$ cat src/rtl/booth2_pkg.sv
// Shared constants, state encoding and sign-extension helper for the radix-4 Booth
// partial-product accumulator and its sub-modules.
package booth2_pkg;

    localparam int NUM_PP = 8;
    localparam int PP_W   = 17;
    localparam int OUT_W  = 2 * (PP_W - 1);
    localparam int CNT_W  = $clog2(NUM_PP);

    localparam logic [CNT_W-1:0] LAST_CNT = CNT_W'(NUM_PP - 1);

    typedef enum logic [1:0] {
        IDLE  = 2'd0,
        ACCUM = 2'd1,
        DONE  = 2'd2
    } state_t;

    function automatic logic [OUT_W-1:0] sext_pp(input logic [PP_W-1:0] pp);
        return {{(OUT_W - PP_W){pp[PP_W-1]}}, pp};
    endfunction

endpackage

$ cat src/rtl/booth2_pp_shift_ext.sv
// Combinational sign-extend of one raw partial product to product width, then shift
// by 2*idx so the PP lands at its radix-4 weight.
module booth2_pp_shift_ext
    import booth2_pkg::*;
(
    input  logic [PP_W-1:0]  pp,
    input  logic [CNT_W-1:0] shift_idx,
    output logic [OUT_W-1:0] term
);

    logic [CNT_W:0] shamt;

    always_comb begin
        shamt = {shift_idx, 1'b0};
        term  = sext_pp(pp) << shamt;
    end

endmodule

$ cat src/rtl/booth2_pp_accum.sv
// Serial radix-4 Booth partial-product accumulator: one PP per clock into a wrapping
// 32-bit accumulator. Optional macro ZERO_SKIP_EN ends early once the remaining PPs are zero.
module booth2_pp_accum
    import booth2_pkg::*;
(
    input  logic                   clk,
    input  logic                   rst,
    input  logic                   in_valid,
    output logic                   in_ready,
    input  logic [NUM_PP*PP_W-1:0] pp_bus,
    output logic                   out_valid,
    input  logic                   out_ready,
    output logic [OUT_W-1:0]       product,
    output logic                   busy
);

    state_t           state;
    logic [PP_W-1:0]  pp_reg [NUM_PP];
    logic [CNT_W-1:0] cnt;
    logic [OUT_W-1:0] acc;
    logic [OUT_W-1:0] term;
    logic             acc_done;

    booth2_pp_shift_ext u_shift_ext (
        .pp        (pp_reg[cnt]),
        .shift_idx (cnt),
        .term      (term)
    );

`ifdef ZERO_SKIP_EN
    logic rest_zero;

    // True when every PP at or above the current index is zero, so acc is already final.
    always_comb begin
        rest_zero = 1'b1;
        for (int i = 0; i < NUM_PP; i++) begin
            if (CNT_W'(i) >= cnt && pp_reg[i] != '0) begin
                rest_zero = 1'b0;
            end
        end
    end
`endif

    // acc_done marks that acc holds the full sum; the following edge moves it to PRODUCT.
    always_ff @(posedge clk) begin
        if (rst) begin
            state     <= IDLE;
            in_ready  <= 1'b1;
            out_valid <= 1'b0;
            product   <= '0;
            busy      <= 1'b0;
            cnt       <= '0;
            acc       <= '0;
            acc_done  <= 1'b0;
            for (int i = 0; i < NUM_PP; i++) begin
                pp_reg[i] <= '0;
            end
        end else begin
            case (state)
                IDLE: begin
                    if (in_valid && in_ready) begin
                        for (int i = 0; i < NUM_PP; i++) begin
                            pp_reg[i] <= pp_bus[i*PP_W +: PP_W];
                        end
                        acc      <= '0;
                        cnt      <= '0;
                        acc_done <= 1'b0;
                        in_ready <= 1'b0;
                        busy     <= 1'b1;
                        state    <= ACCUM;
                    end
                end
                ACCUM: begin
                    if (acc_done) begin
                        product   <= acc;
                        out_valid <= 1'b1;
                        acc_done  <= 1'b0;
                        state     <= DONE;
`ifdef ZERO_SKIP_EN
                    end else if (rest_zero) begin
                        acc_done <= 1'b1;
`endif
                    end else begin
                        acc <= acc + term;
                        if (cnt == LAST_CNT) begin
                            acc_done <= 1'b1;
                        end else begin
                            cnt <= cnt + CNT_W'(1);
                        end
                    end
                end
                DONE: begin
                    if (out_valid && out_ready) begin
                        out_valid <= 1'b0;
                        busy      <= 1'b0;
                        in_ready  <= 1'b1;
                        state     <= IDLE;
                    end
                end
                default: begin
                    state <= IDLE;
                end
            endcase
        end
    end

endmodule

$ cat config.mk
export PLATFORM = sky130hd
export DESIGN_NAME = booth2_pp_accum
export DESIGN_NICKNAME = d
export VERILOG_FILES = /design/src/rtl/booth2_pkg.sv /design/src/rtl/booth2_pp_shift_ext.sv /design/src/rtl/booth2_pp_accum.sv
export SDC_FILE = /design/constraint.sdc
export NUM_CORES = 1
export LEC_CHECK = 0
export CAP_MARGIN = 30
export CORE_ASPECT_RATIO = 1.2
export CORE_MARGIN = 2
export CORE_UTILIZATION = 45
export CTS_CLUSTER_DIAMETER = 40
export DETAILED_ROUTE_END_ITERATION = 10
export PLACE_DENSITY = 0.71
export SYNTH_ARGS = -nofsm -noshare
export SYNTH_HDL_FRONTEND = slang
export SYNTH_HIERARCHICAL = 1
export SYNTH_SLANG_ARGS = --single-unit
export TNS_END_PERCENT = 20
$ cat constraint.sdc
create_clock -name clk -period 6.22 [get_ports clk]
set_input_delay 0.622 -clock clk [delete_from_list [all_inputs] [get_ports clk]]
set_output_delay 0.622 -clock clk [all_outputs]
set_load 0.05 [all_outputs]
## Word-level counts from Yosys, hierarchy flattened

Memories as Yosys holds them, arrays and structs flattened. A register that Yosys moved wholly into a read port is not among the register bits.
Cells that the tools add are included.

| operators by class | value |
|---|---|
| $add $sub $neg | 2 |
| multipliers | 0 |
| div/mod/pow operators | 0 |
| $lt $le $gt $ge | 0 |
| equal/unequal tests | 8 |
| shifts and indexed selects | 1 |
| mux-type cells | 38 |
| bitwise logic cells | 8 |
| reductions and logical operators | 13 |

Operators by type and width:

| operator | count |
|---|---|
| $mux 17 | 8 |
| $mux 32 | 2 |
| $pmux 32 s2 | 1 |
| $add 32x32->32 | 1 |
| $shl 32x4->32 | 1 |
| $mux 3 | 5 |
| $mux 1 | 13 |
| $reduce_and 3->1 | 4 |
| $ne 2x2->1 const B | 5 |
| $or 1x1->1 | 8 |
| $pmux 1 s2 | 4 |
| $mux 2 | 3 |
| $pmux 2 s3 | 1 |
| $pmux 3 s2 | 1 |
| $reduce_bool 2->1 | 3 |
| $reduce_and 2->1 | 2 |
| $reduce_and 4->1 | 1 |
| $add 3x1->3 const B | 1 |
| $eq 3x3->1 const B | 1 |
| $eq 2x1->1 const B | 1 |
| $eq 2x2->1 const B | 1 |
| $logic_and 1x1->1 | 2 |
| $logic_not 2->1 | 1 |

| storage, ports and cells | value |
|---|---|
| bits in registers | 73 |
| latch bits | 0 |
| bits in writable memories | 136 |
| ROM bits | 0 |
| input bits | 140 |
| output and inout bits | 35 |
| word-level logic and storage cells | 79 |
| memories kept | 1 |

Memory list:

| memory | depth | bits a word | rd ports | clocked after Yosys merged registers in | wr ports | RTL line | source |
|---|---|---|---|---|---|---|---|
| pp_reg | 8 | 17 | 1 | 1 | 8 | booth2_pp_accum.sv:18 | `logic [PP_W-1:0] pp_reg [NUM_PP];` |

## Logic depth before layout (Yosys ltp)

| logic depth | value |
|---|---|
| depth after elaboration | 6 |
| depth in mapped cells | 17 |
| gate-level depth less buffers | 14 |

## Modules after synthesis

Netlist, hierarchy kept.

Modules (own cells, without submodules):

| module | instances | cells an instance | area each (um^2) | seq. area each (um^2) |
|---|---|---|---|---|
| booth2_pp_accum | 1 | 918 | 10440.0 | 5605.4 |
| booth2_pp_shift_ext | 1 | 106 | 787.0 | 0.0 |

## Worst setup path before layout

Ideal clock, no wire load.

| path | value |
|---|---|
| path type | input -> register |
| start | in rst |
| end | mem pp_reg[0][0], enable pin |
| library setup time | 0.519 ns |
| arrival | 4.188 ns |
| data required time | 5.701 ns |
| setup slack | 1.513 ns |
| stages on the path | 2 |
| path buffers | 1 |
| cells stage by stage | clkbuf_1 nand2b_1 |

RTL lines:

| element | RTL line | source |
|---|---|---|
| start: declaration | booth2_pp_accum.sv:7 | `input logic rst,` |
| end: declaration | booth2_pp_accum.sv:18 |  |

==> results.md <==
Logic synthesis:
- The mean area per synthesized cell is approximately 11 µm².
- The synthesized design contains 212 register bits.
- The post-synthesis async set-or-reset flop share is 0.
- The synthesized design contains around 140 enable-type register cells.
- Synthesis produced between 1000 and 1500 cells.
- The count of synthesis-stage warnings from yosys is 6.
- The share of the yosys chip area belonging to registers is 0.499.
- In this run, distinct cell masters in the synthesized netlist total a little over 70.
- After synthesis the cells add up to roughly 11000 µm².
- The synthesized netlist net count is roughly 1200.
- The primary flip-flop cell chosen by synthesis mapping is sky130_fd_sc_hd__edfxtp_1.

Drt:
- For this run, design rule violations remaining after detail routing come to 0.
- The met3 layer wire length in the routed design is about 1600 µm.
- Wire segments on met2 add up to around 13000 µm in the final route.
- The detailed-route vias per instance is between 5 and 6.
- The wire length on met1 is 11200 µm.
- Summed over all layers, the routed wires come to around 27000 µm.
- The total number of vias is 8233.
- In the final routed layout, each cell accounts on average for around 17 µm.
- The first-pass iteration count of the detailed router is 9.
- The uppermost layer routed is met4.
- The residual antenna-violating net count after detailed routing is 0.
- In this run, the number of DRC markers left after iteration 0 of detailed routing was between 500 and 600.

Power and ir drop:
- Of the total power, the share spent switching nets is 0.268.
- The total chip power is between 3 and 4 mW.
- The share of total power dissipated in combinational logic is 0.182.
- The switching component of the power is between 1 and 1.5 mW.
- The worst voltage drop across the vdd grid is roughly 0.00019 V.
- The internal power of the cells totals 2.85 mW.
- The share of total power dissipated in the clock network is 0.388.
- For this design the ratio of total power to cell area is between 200 and 300 nW/µm².
- The leakage dissipation is about 5.2 nW.
- The share of total power dissipated in sequential elements is 0.429.

GRT:
- For this run, the total global-route usage over all layers was measured as 0.201.
- The global-route congestion overflow total is 0.
- The wire length of the first global-routing pass is approximately 42000 µm.
- The number of global-route vias before repair was around 8100.
- The initial antenna violation count came to 0.
- The largest net degree at the start of global routing is 93.

Timing:
- The worst hold slack is about 450 ps.
- Measured against its own limit, the worst slew margin works out to 0.399.
- The clock period minus worst slack is 4610 ps.
- Setup violations remaining at the end of the flow were counted as 0.
- At the pin with the least slew margin, the transition time is roughly 900 ps.
- The hold violation count in the final report is 0.
- Of the available clock period, the critical path in the final layout requires 0.741.
- For this run, the top clock speed supported by timing is 0.217 GHz.
- The final number of max-transition violations is 0.
- The final setup TNS is 0 ps.
- The maximum clock skew at final layout is between 9 and 10 ps.
- Setup repair after global routing left no endpoint under its margin.

Die:
- The number of core rows is 63.
- The die outline height is roughly 180 µm.
- The number of top-level pins is around 180.
- In this run the standard cell core region covers 24600 µm².
- The initial core utilization is 0.457.
- In this run the horizontal extent of the chip is between 100 and 150 µm.
- The floorplan step defined a die boundary enclosing roughly 26000 µm².

Critical path:
- STA puts the critical path data required time at about 6600 ps.
- On the worst path, the slowest cell contributes a delay of 580 ps.
- Traced cell by cell, the critical path runs through buf_4, mux4_2, mux2_2, nor2b_1, a2111oi_0, a221oi_1, ha_1, nand4_1, nor3b_1, a2111oi_4, o41ai_2, xnor2_1, o21ai_1.
- Grouping stages by cell kind, the critical path spends the most delay in compound AO/OA/AOI/OAI gates.
- The number of cells on the worst reg-to-reg path is 13.
- The element type at the critical path end is a register.
- Along the worst path, the maximum fanout reaches 34.
- The setup check on the worst reg-to-reg path leaves a slack of roughly 1600 ps.
- STA classifies the critical path startpoint as a register.
- The last element of the critical path is acc[26].
- The critical path class is reg2reg.
- The buffer and inverter count on the worst path is 1.
- The slowest stage of the critical path belongs to the cell sky130_fd_sc_hd__mux4_2.
- The capturing point of the worst reg2reg path is acc[26].
- Counting buffers and inverters, the worst setup path is 13 cells deep.
- The worst path arrival time is approximately 5000 ps.

Cells and area:
- In the final layout, the share of cells above drive strength 1 is 0.111.
- In the layout the commonest cells are sky130_fd_sc_hd__clkdlybuf4s50_1, sky130_fd_sc_hd__edfxtp_1, sky130_fd_sc_hd__nand2_1.
- The number of nets in the layout is around 1400.
- 0 antenna diodes ended up in the layout.
- The flip-flop count of the largest register, all copies and words added is between 100 and 150.
- The most common cell after layout, fill and taps aside is sky130_fd_sc_hd__clkdlybuf4s50_1.
- The area growth from synthesis to layout is 25.9%.

Clock network:
- The total CTS buffers is 27.
- Buffers added to address setup during post-CTS repair amount to 0.
- After clock tree synthesis, the repair step resized 0 gates.
- The deepest level of the CTS H-tree is 1.
- Counting every sink on the clock net gives 212.
- The clock latency on the worst-skew pair is between 500 and 600 ps.
- In this run the clock root is driven by a sky130_fd_sc_hd__clkbuf_16.
- The number of hold buffers added after CTS was 0.
- The TritonCTS clock tree is yes.
- The longest clock path from root to sink contains 3 buffers.
- Clock-pin slew was measured on the worst setup and hold paths at roughly 60 ps.

Worst hold path:
- The class of the most critical hold timing path is reg2reg.
- The worst hold path cell count is 2.

Placement:
- The port buffer count is 174.
- Routability-driven placement finished with a final weighted congestion of about 0.90.
- The HPWL after detailed placement is ~20000 µm.

Status:
- The run finished with clean final reports.

Run:
- The number of max-cap violations is 0.
## synth_stat cells (12+ instances only)
| cell | instances | area share |
|---|---|---|
| sky130_fd_sc_hd__nor2b_1 | 44 | 0.025 |
| sky130_fd_sc_hd__clkbuf_1 | 43 | 0.014 |
| sky130_fd_sc_hd__nand2_1 | 122 | 0.041 |
| sky130_fd_sc_hd__xnor2_1 | 19 | 0.015 |
| sky130_fd_sc_hd__o21ai_0 | 38 | 0.017 |
| sky130_fd_sc_hd__ha_1 | 33 | 0.037 |
| sky130_fd_sc_hd__nor2_1 | 46 | 0.015 |
| sky130_fd_sc_hd__a21o_1 | 12 | 0.0080 |
| sky130_fd_sc_hd__mux2_2 | 21 | 0.021 |
| sky130_fd_sc_hd__and2_1 | 106 | 0.059 |
| sky130_fd_sc_hd__mux2i_1 | 22 | 0.020 |
| sky130_fd_sc_hd__a22oi_1 | 13 | 0.0087 |
| sky130_fd_sc_hd__mux4_2 | 34 | 0.068 |
| sky130_fd_sc_hd__edfxtp_1 | 136 | 0.36 |
| sky130_fd_sc_hd__a21oi_1 | 79 | 0.035 |
| sky130_fd_sc_hd__inv_1 | 19 | 0.0064 |
| sky130_fd_sc_hd__dfxtp_1 | 76 | 0.14 |
| sky130_fd_sc_hd__buf_2 | 14 | 0.0062 |
## layer usage
metal | vias to the layer above | GRT usage
li1 | 4034 | -
met1 | 3869 | 0.259
met2 | 276 | 0.350
met3 | 54 | 0.0345
met4 | 0 | 0.0587
met5 | - | 0
## through the flow
step,std cells,util,area [µm²],setup WS [ps]
3_3_place_gp,1469,0.536,13200,1690
5_1_grt,1521,0.575,14100,1230
2_1_floorplan,1024,-,11200,1510
3_5_place_dp,1472,0.539,13200,1650
6_report,1521,0.575,14100,1610
4_1_cts,1521,0.575,14100,1610
## power groups by stage
stage	logic, mW	clock network, mW	registers (mW)
final	0.711	1.51	1.67
after global routing	0.780	1.60	1.68
after CTS	0.710	1.54	1.68
after detailed placement	0.706	0	1.70
after global placement	0.703	0	1.70
after floorplan	0.486	0	1.69
## final cells by class
cell class                      instances  area [µm²]
Sequential cell                       212        5610
Tap cell                              325         407
Timing Repair Buffer                  188        1880
Clock buffer                           32         736
Inverter                               20        75.1
Fill cell                            2116       10500
Clock inverter                         17         158
Multi-Input combinational cell        727        5270
## logic make-up after synthesis
family / after synthesis / synth area share
AOI/OAI and AO/OA: 211 / 0.123
xor gates and xnor gates: 24 / 0.0187
adders and majority gates: 34 / 0.0386
buffers and inverters: 85 / 0.0324
DFF: 212 / 0.499
muxes: 83 / 0.116
and+or+nand+nor: 375 / 0.173
## worst min path at each step
stage | start | to | slack (ps)
2_1_floorplan | acc[31] | acc[31] | 440
3_3_place_gp | busy | busy | 440
3_5_place_dp | busy | busy | 440
4_1_cts | product[29] | product[29] | 450
5_1_grt | product[29] | product[29] | 470
6_report | product[25] | product[25] | 450
## worst reg2reg max path, cell delays in order, from the launching register on
cell                        delay (ps)
sky130_fd_sc_hd__dfxtp_2           310
sky130_fd_sc_hd__buf_4             540
sky130_fd_sc_hd__mux4_2            580
sky130_fd_sc_hd__mux2_2            390
sky130_fd_sc_hd__nor2b_1           180
sky130_fd_sc_hd__a2111oi_0         530
sky130_fd_sc_hd__a221oi_1          130
sky130_fd_sc_hd__ha_1              480
sky130_fd_sc_hd__nand4_1           170
sky130_fd_sc_hd__nor3b_1           430
sky130_fd_sc_hd__a2111oi_4         160
sky130_fd_sc_hd__o41ai_2           360
sky130_fd_sc_hd__xnor2_1           160
sky130_fd_sc_hd__o21ai_1            70
Note: power is estimated with default switching activity, not from simulation.
